## config.mk

```make
export PLATFORM = sky130hd
export DESIGN_NAME = instr_fetch_unit
export DESIGN_NICKNAME = d
export VERILOG_FILES = /design/src/rtl/cpu_pkg.sv /design/src/rtl/instr_fetch_unit.sv
export SDC_FILE = /design/constraint.sdc
export NUM_CORES = 1
export LEC_CHECK = 0
export ABC_CLOCK_PERIOD_IN_PS = 3700
export CAP_MARGIN = 40
export CORE_MARGIN = 2
export CORE_UTILIZATION = 45
export DETAILED_ROUTE_END_ITERATION = 7
export GPL_TIMING_DRIVEN = 0
export HOLD_SLACK_MARGIN = 0.1
export PLACE_DENSITY = 0.93
export SETUP_SLACK_MARGIN = 0.3
export SLEW_MARGIN = 20
export SYNTH_ARGS = -nofsm -noshare
export SYNTH_HDL_FRONTEND = slang
export SYNTH_SLANG_ARGS = --single-unit
```

## constraint.sdc

```tcl
create_clock -name clk -period 3.7 [get_ports clk]
set_clock_uncertainty 0.15 [all_clocks]
set_input_delay 1.11 -clock clk [delete_from_list [all_inputs] [get_ports clk]]
set_output_delay 1.11 -clock clk [all_outputs]
set_load 0.1 [all_outputs]
```

## src/rtl/cpu_pkg.sv

```systemverilog
// Shared definitions for the 8-bit accumulator CPU: field widths, opcodes, fetch FSM states.
// Pure declarations; no latency or flow control of its own.
package cpu_pkg;

  localparam int DATA_W = 8;
  localparam int OPC_W  = 3;
  localparam int ADDR_W = 5;

  localparam logic [2:0] OP_HLT = 3'b000;
  localparam logic [2:0] OP_SKZ = 3'b001;
  localparam logic [2:0] OP_ADD = 3'b010;
  localparam logic [2:0] OP_AND = 3'b011;
  localparam logic [2:0] OP_XOR = 3'b100;
  localparam logic [2:0] OP_LDA = 3'b101;
  localparam logic [2:0] OP_STO = 3'b110;
  localparam logic [2:0] OP_JMP = 3'b111;

  typedef enum logic [1:0] {
    FETCH  = 2'd0,
    ISSUE  = 2'd1,
    UPDATE = 2'd2,
    HALT   = 2'd3
  } fetch_state_e;

endpackage

```

## src/rtl/instr_fetch_unit.sv

```systemverilog
// PC owner and fetch/issue sequencer; 3 cycles per instruction minimum (FETCH, ISSUE, UPDATE).
// Stalls in FETCH until mem_rd_valid and in ISSUE until instr_ready; outputs decode only from flops.
module instr_fetch_unit #(
  parameter int                DATA_W   = cpu_pkg::DATA_W,
  parameter int                OPC_W    = cpu_pkg::OPC_W,
  parameter int                ADDR_W   = cpu_pkg::ADDR_W,
  parameter logic [ADDR_W-1:0] RESET_PC = '0
) (
  input  logic              clk,
  input  logic              rst,
  output logic              mem_rd_req,
  output logic [ADDR_W-1:0] mem_rd_addr,
  input  logic              mem_rd_valid,
  input  logic [DATA_W-1:0] mem_rd_data,
  output logic [OPC_W-1:0]  opcode,
  output logic [ADDR_W-1:0] operand,
  output logic              instr_valid,
  input  logic              instr_ready,
  input  logic              skip,
  input  logic              branch,
  input  logic              acc_zero,
  input  logic              resume,
  output logic [ADDR_W-1:0] pc,
  output logic              halted
);

  import cpu_pkg::*;

  fetch_state_e      state_q, state_d;
  logic [ADDR_W-1:0] pc_q, pc_d;
  logic [DATA_W-1:0] ir_q, ir_d;
  logic              skip_q, skip_d;
  logic              branch_q, branch_d;
  logic              zero_q, zero_d;

  logic [OPC_W-1:0]  ir_opc;
  logic [ADDR_W-1:0] ir_opr;

  assign ir_opc = ir_q[DATA_W-1 -: OPC_W];
  assign ir_opr = ir_q[ADDR_W-1:0];

  always_ff @(posedge clk) begin
    if (rst) begin
      state_q  <= FETCH;
      pc_q     <= RESET_PC;
      ir_q     <= '0;
      skip_q   <= 1'b0;
      branch_q <= 1'b0;
      zero_q   <= 1'b0;
    end else begin
      state_q  <= state_d;
      pc_q     <= pc_d;
      ir_q     <= ir_d;
      skip_q   <= skip_d;
      branch_q <= branch_d;
      zero_q   <= zero_d;
    end
  end

  always_comb begin
    state_d  = state_q;
    pc_d     = pc_q;
    ir_d     = ir_q;
    skip_d   = skip_q;
    branch_d = branch_q;
    zero_d   = zero_q;

    unique case (state_q)
      FETCH: begin
        if (mem_rd_valid) begin
          ir_d    = mem_rd_data;
          pc_d    = pc_q + ADDR_W'(1);
          state_d = ISSUE;
        end
      end
      ISSUE: begin
        // Controller decisions are only meaningful at the handshake, so freeze them here.
        if (instr_ready) begin
          skip_d   = skip;
          branch_d = branch;
          zero_d   = acc_zero;
          state_d  = UPDATE;
        end
      end
      UPDATE: begin
        if (ir_opc == OPC_W'(OP_HLT)) begin
          state_d = HALT;
        end else begin
          state_d = FETCH;
          if (branch_q) begin
            pc_d = ir_opr;
          end else if (skip_q && zero_q) begin
            pc_d = pc_q + ADDR_W'(1);
          end
        end
      end
      HALT: begin
        if (resume) begin
          state_d = FETCH;
        end
      end
      default: state_d = FETCH;
    endcase
  end

  assign mem_rd_req  = (state_q == FETCH);
  assign mem_rd_addr = pc_q;
  assign instr_valid = (state_q == ISSUE);
  assign halted      = (state_q == HALT);
  assign opcode      = ir_opc;
  assign operand     = ir_opr;
  assign pc          = pc_q;

endmodule

```

==> results of run 1 <==
routing by layer:
layer / track usage / up-vias / wire length [um]
met5: 0 / - / 0
met4: 0.224 / 0 / 257
met3: 0.0617 / 29 / 209
met2: 0.532 / 64 / 1680
met1: 0.270 / 519 / 1160
li1: - / 492 / -
cells by family (layout without fill, tap and decap cells):
family,count (synthesis),count (layout),synth area share
simple gates,40,40,0.230
mux,9,9,0.100
fa+ha+maj,1,1,0.0139
flops,18,18,0.401
compound gates,23,23,0.167
buf+inv,14,75,0.0877
power breakdown:
| part | internal [uW] | switching (uW) | total (uW) |
|---|---|---|---|
| logic | 148 | 252 | 400 |
| clock network | 60.3 | 70.6 | 131 |
| registers | 211 | 19.1 | 231 |
| total | 420 | 341 | 762 |
path summary, 6_finish.rpt:
kind / endpoint / slack [ps]
min reg2reg: skip_q$_SDFFE_PP0P_ / 350
max reg2reg: mem_rd_addr[0]$_SDFFE_PP0P_ / 1840
min: skip_q$_SDFFE_PP0P_ / 350
max: instr_valid / 460
worst reg2reg max path: cells and delay by family, from the launching register on:
kind | cells | cell delay [ps]
and+or+nand+nor | 2 | 570
buffers and inverters | 1 | 160
AOI/OAI and AO/OA | 2 | 580
DFF | 1 | 330
metrics by stage:
| stage | std cells | power (uW) |
|---|---|---|
| 3_3_place_gp | 167 | 542 |
| 2_1_floorplan | 105 | 472 |
| 3_5_place_dp | 188 | 630 |
| 4_1_cts | 192 | 757 |
| 6_report | 193 | 762 |
| 5_1_grt | 193 | 787 |
layout make-up:
class,count,share of cell area
Multi-Input combinational cell,73,0.280
Clock buffer,4,0.0221
Inverter,3,0.00687
Buffer,11,0.0412
Sequential cell,18,0.220
Timing Repair Buffer,57,0.409
Tap cell,27,0.0206
flip-flops by register name, indices dropped and copies added, names as in the netlist:
register	cells
mem_rd_addr	5
skip_q	1
state_q	2
ir_q	8
branch_q	1
zero_q	1
synth_stat cells, drive strengths merged:
cell / number
and2: 1
nor3: 3
nor4: 1
nor2: 12
nand3: 5
a211oi: 1
or4: 2
o41ai: 1
or3b: 1
inv: 3
a31oi: 1
or3: 1
mux2i: 9
nand2b: 1
nand2: 8
ha: 1
nand4: 1
dfxtp: 18
a311oi: 2
buf: 10
o311ai: 1
o21ai: 2
a21oi: 10
and3b: 1
nor2b: 3
a211o: 3
clkbuf: 1
o31ai: 2
==> reports/qor.yml, run 1 <==
synthesis:
  syn_inst: 105
  synthesis.area_sq_um: 898
  synth.net_count: 122
  synth_area_per_cell_sq_um: 8.56
  yosysWarnings: 0
  synth_largest_area_cell: "dfxtp_1"
  ys_types: 31
  synth_area_leaders: "dfxtp_1 (40%), mux2i_1 (10%), a21oi_1 (5.6%), buf_4 (5.0%), nor2_1 (4.6%)"
  seq_area_frac_synth: 0.401
  netlist.area_leader.share: 0.401
  ys_ff_latch: 18
clock_tree:
  holdBufCountCts: 0
  clock_latency_ps: 320
  tritoncts: "built"
  post_cts_buffers: 0
  cts-buffers-inserted: 3
  clk_pin_slew_ps: 110
  htree_levels: 1
  clkSinkCount: 18
  cts_resized: 0
  clock_tree.root_cell: "clkbuf_4"
  clockBufferDepth: 2
critical_path:
  path_delay_family: "buffers and inverters"
  setup.worst_path.start: "state_q[0]$_SDFFE_PP0P_"
  cp_cell_sequence: "buf_2, nor2b_1, clkdlybuf4s50_1, buf_8"
  critPathSlowestCell: "clkdlybuf4s50_1"
  path_depth: 4
  critPathLaunchType: "flip-flop"
  crit_fanout: 9
  critical_path.max_stage_delay_ps: 590
  path_class: "flip-flop to output port"
  cp_num_buf_inv: 3
  critPathRequiredTime_ps: 2440
  endpoint_kind: "output port"
  cp.arrival_ps: 1980
  r2r-start: "state_q[1]$_SDFFE_PP0P_"
  reg2regPathDepth: 5
die:
  core-area_sq_mm: 0.00192
  pin_count: 37
  fp.dieH_um: 48.7
  die_w_um: 48.7
  start_util: 0.467
  rows: 16
  dieArea_sq_mm: 0.00237
timing:
  period_share: 0.876
  max_freq_mhz: 308
  rsz0062_at_grt: "no"
  hold_viol: 0
  setup-violations-final: 0
  min_period_ps: 3240
  worst_pin_slew_ps: 464
  slew_viol_final: 0
  finalSetupTns_ps: 0
  slew_headroom: 0.689
  hold-worst-slack_ps: 355
  fin_ws_ps: 458
placed_design:
  place_congestion: 0.746
  port_buffers: 35
  hpwl_mm: 2.52
  dpl_worst_slack_ps: 660
  place_area_sq_mm: 0.00160
outcome:
  run_status: "finished clean"
grt:
  grt_antenna_before_repair: 0
  grt_overflow: 0
  grt_pass1_vias: 1164
  grt_pass1_wl_mm: 5.20
  grt_usage: 0.287
  grt_start_max_net_pins: 11
route:
  via_per_inst: 5.72
  drcViolationCount: 0
  drt-total-wl_mm: 3.30
  drt_iter0_drc: 39
  wl_per_cell_um: 17.1
  drtAntennaViolNets: 0
  first_pass_iters: 4
  dr_total_vias: 1104
layout:
  register_area_sq_um: 360
  final_area_sq_mm: 0.00164
  fill_cells: 99
  final_layout_size_suffix_gt1_frac: 0.223
  final_nets: 184
  area_growth_pct: 82.5
  mostFrequentLayoutCells: "clkdlybuf4s50_1 (35), buf_8 (21), dfxtp_1 (18)"
  multi_input_comb_area_sq_um: 459
  layout_commonest_cell: "clkdlybuf4s50_1"
  utilization: 0.853
  diodes: 0
worst_hold_path:
  hold_depth: 2
  hold_path_class: "flip-flop to flip-flop"
  hold_path_startpoint: "skip_q$_SDFFE_PP0P_"
pwr:
  p_per_area_mw_per_mm2: 465
  ir_worst_vdd_mv: 0.434
  p_leak_uw: 0.000649
run:
  cap_violations: 0
Power figures use the tool's default switching activity.
==> run 2, diff against run 1 <==
--- a/config.mk
+++ b/config.mk
@@ -9,6 +9,7 @@
 export CAP_MARGIN = 40
 export CORE_MARGIN = 2
 export CORE_UTILIZATION = 45
+export CTS_CLUSTER_DIAMETER = 200
 export DETAILED_ROUTE_END_ITERATION = 7
 export GPL_TIMING_DRIVEN = 0
 export HOLD_SLACK_MARGIN = 0.1
==> results of run 2 <==
Final layout, timing and power as in run 1 (identical DEF).
==> run 3, diff against run 2 <==
--- a/config.mk
+++ b/config.mk
@@ -7,7 +7,7 @@
 export LEC_CHECK = 0
 export ABC_CLOCK_PERIOD_IN_PS = 3700
 export CAP_MARGIN = 40
-export CORE_MARGIN = 2
+export CORE_MARGIN = 4
 export CORE_UTILIZATION = 45
 export CTS_CLUSTER_DIAMETER = 200
 export DETAILED_ROUTE_END_ITERATION = 7
==> run 3 against run 2 <==
  * Clock power down 24%
  * Worst setup slack worse by 21 ps
  * Core utilization up 4.9 points
  * Highest routed layer unchanged
  * Total power down 4.1%
  * Cell area down 0.84%
  * Global-route usage down 2.3 points
  * Final cell count down 1.6%
==> reports/qor.yml, run 3 (same netlist as run 1, synthesis figures left out) <==
timing:
  min_period_ps: 3260
  hold_viol: 0
  rsz0062_at_grt: "no"
  period_share: 0.882
  max_freq_mhz: 306
  finalSetupTns_ps: 0
  worst_pin_slew_ps: 476
  slew_viol_final: 0
  slew_headroom: 0.683
  setup-violations-final: 0
layout:
  final_nets: 184
  area_growth_pct: 80.9
  fill_cells: 78
  final_area_sq_mm: 0.00163
  utilization: 0.902
  layout_commonest_cell: "clkdlybuf4s50_1"
  register_area_sq_um: 360
  multi_input_comb_area_sq_um: 459
  mostFrequentLayoutCells: "clkdlybuf4s50_1 (35), buf_8 (21), dfxtp_1 (18)"
  largest_register_ffs: 8
  final_layout_size_suffix_gt1_frac: 0.218
  regMostFlops: "ir_q"
  diodes: 0
  stdcell_count: 190
worst_hold_path:
  hold_path_startpoint: "zero_q$_SDFFE_PP0P_"
  hold_end: "zero_q$_SDFFE_PP0P_"
  hold_path_class: "flip-flop to flip-flop"
  hold_depth: 2
route:
  first_pass_iters: 4
  dr_total_vias: 1101
  drtAntennaViolNets: 0
  drcViolationCount: 0
  wl_per_cell_um: 17.8
  drt-total-wl_mm: 3.38
  drt_iter0_drc: 34
  via_per_inst: 5.79
die:
  start_util: 0.499
  pin_count: 37
  die_w_um: 52.7
  rows: 15
  fp.dieH_um: 52.7
  core-area_sq_mm: 0.00180
  dieArea_sq_mm: 0.00278
grt:
  grt_antenna_before_repair: 0
  grt_overflow: 0
  grt_pass1_vias: 1097
  grt_pass1_wl_mm: 5.22
  grt_usage: 0.264
  grt_start_max_net_pins: 11
clock_tree:
  clock_latency_ps: 300
  cts_resized: 0
  tritoncts: "built"
  post_cts_buffers: 0
  htree_levels: 1
  holdBufCountCts: 0
  clockBufferDepth: 2
  cts-buffers-inserted: 3
  clkSinkCount: 18
  clk_pin_slew_ps: 100
  clock_tree.root_cell: "clkbuf_4"
critical_path:
  r2r-start: "state_q[0]$_SDFFE_PP0P_"
  reg2regPathDepth: 6
  cp_cell_sequence: "buf_2, nor2b_1, clkdlybuf4s50_1, buf_8"
  endpoint_kind: "output port"
  path_class: "flip-flop to output port"
  critPathSlowestCell: "clkdlybuf4s50_1"
  r2r_setup_slack_ps: 1880
  critPathRequiredTime_ps: 2440
  r2r_end: "mem_rd_addr[0]$_SDFFE_PP0P_"
  critical_path.max_stage_delay_ps: 610
  critPathLaunchType: "flip-flop"
  setup.worst_path.start: "state_q[0]$_SDFFE_PP0P_"
  cp.arrival_ps: 2000
  crit_fanout: 9
placed_design:
  place_area_sq_mm: 0.00160
  place_congestion: 0.774
  port_buffers: 35
  hpwl_mm: 2.49
  dp_cells: 186
pwr:
  ir_worst_vdd_mv: 0.312
  p_leak_uw: 0.000641
  finalPower_uw: 730
  p_per_area_mw_per_mm2: 449
outcome:
  run_status: "finished clean"
run:
  cap_violations: 0
==> run 3: cell count changes in the layout (fill, tap and decap cells not counted), sizes merged <==
cell,previous run,this run
buf,32,31
==> run 3: critical path, delay by kind of cell (launching register included) <==
| kind | cells | cell delay (ps) |
|---|---|---|
| buffers and inverters | 3 | 1020 |
| flip-flops | 1 | 320 |
| AND/OR/NAND/NOR | 1 | 370 |
==> run 3: cell type report <==
class | instances | area share
Timing Repair Buffer | 57 | 0.414
Buffer | 11 | 0.0416
Sequential cell | 18 | 0.222
Inverter | 3 | 0.00693
Tap cell | 25 | 0.0192
Multi-Input combinational cell | 73 | 0.283
Clock buffer | 3 | 0.0139
==> run 3: through the flow <==
step / hold slack (ps) / setup WS, ps
after CTS: 328 / 463
after global routing: 360 / 372
after global placement: 296 / 485
final: 330 / 437
after floorplan: 286 / 515
after detailed placement: 315 / 706
==> run 3: routing by layer <==
layer,track usage,vias up,wire length [um]
li1,-,492,-
met1,0.283,519,1230
met2,0.488,68,1770
met3,0.0370,22,214
met4,0.145,0,172
met5,0,-,0
==> run 3: worst max path at each step <==
stage / cells after the start / slack (ps) / end
floorplan: 2 / 510 / instr_valid
global placement: 3 / 480 / instr_valid
detailed placement: 5 / 710 / mem_rd_addr[0]$_SDFFE_PP0P_
CTS: 4 / 460 / instr_valid
global route: 4 / 370 / instr_valid
finish: 4 / 440 / instr_valid
==> run 3: power by group <==
part | total [uW] | switching [uW] | internal, uW | leakage (uW)
combinational | 401 | 252 | 148 | 0.000480
clock | 99.6 | 61.7 | 37.9 | 0.0000138
sequential | 230 | 18.8 | 211 | 0.000147
total | 730 | 333 | 398 | 0.000641
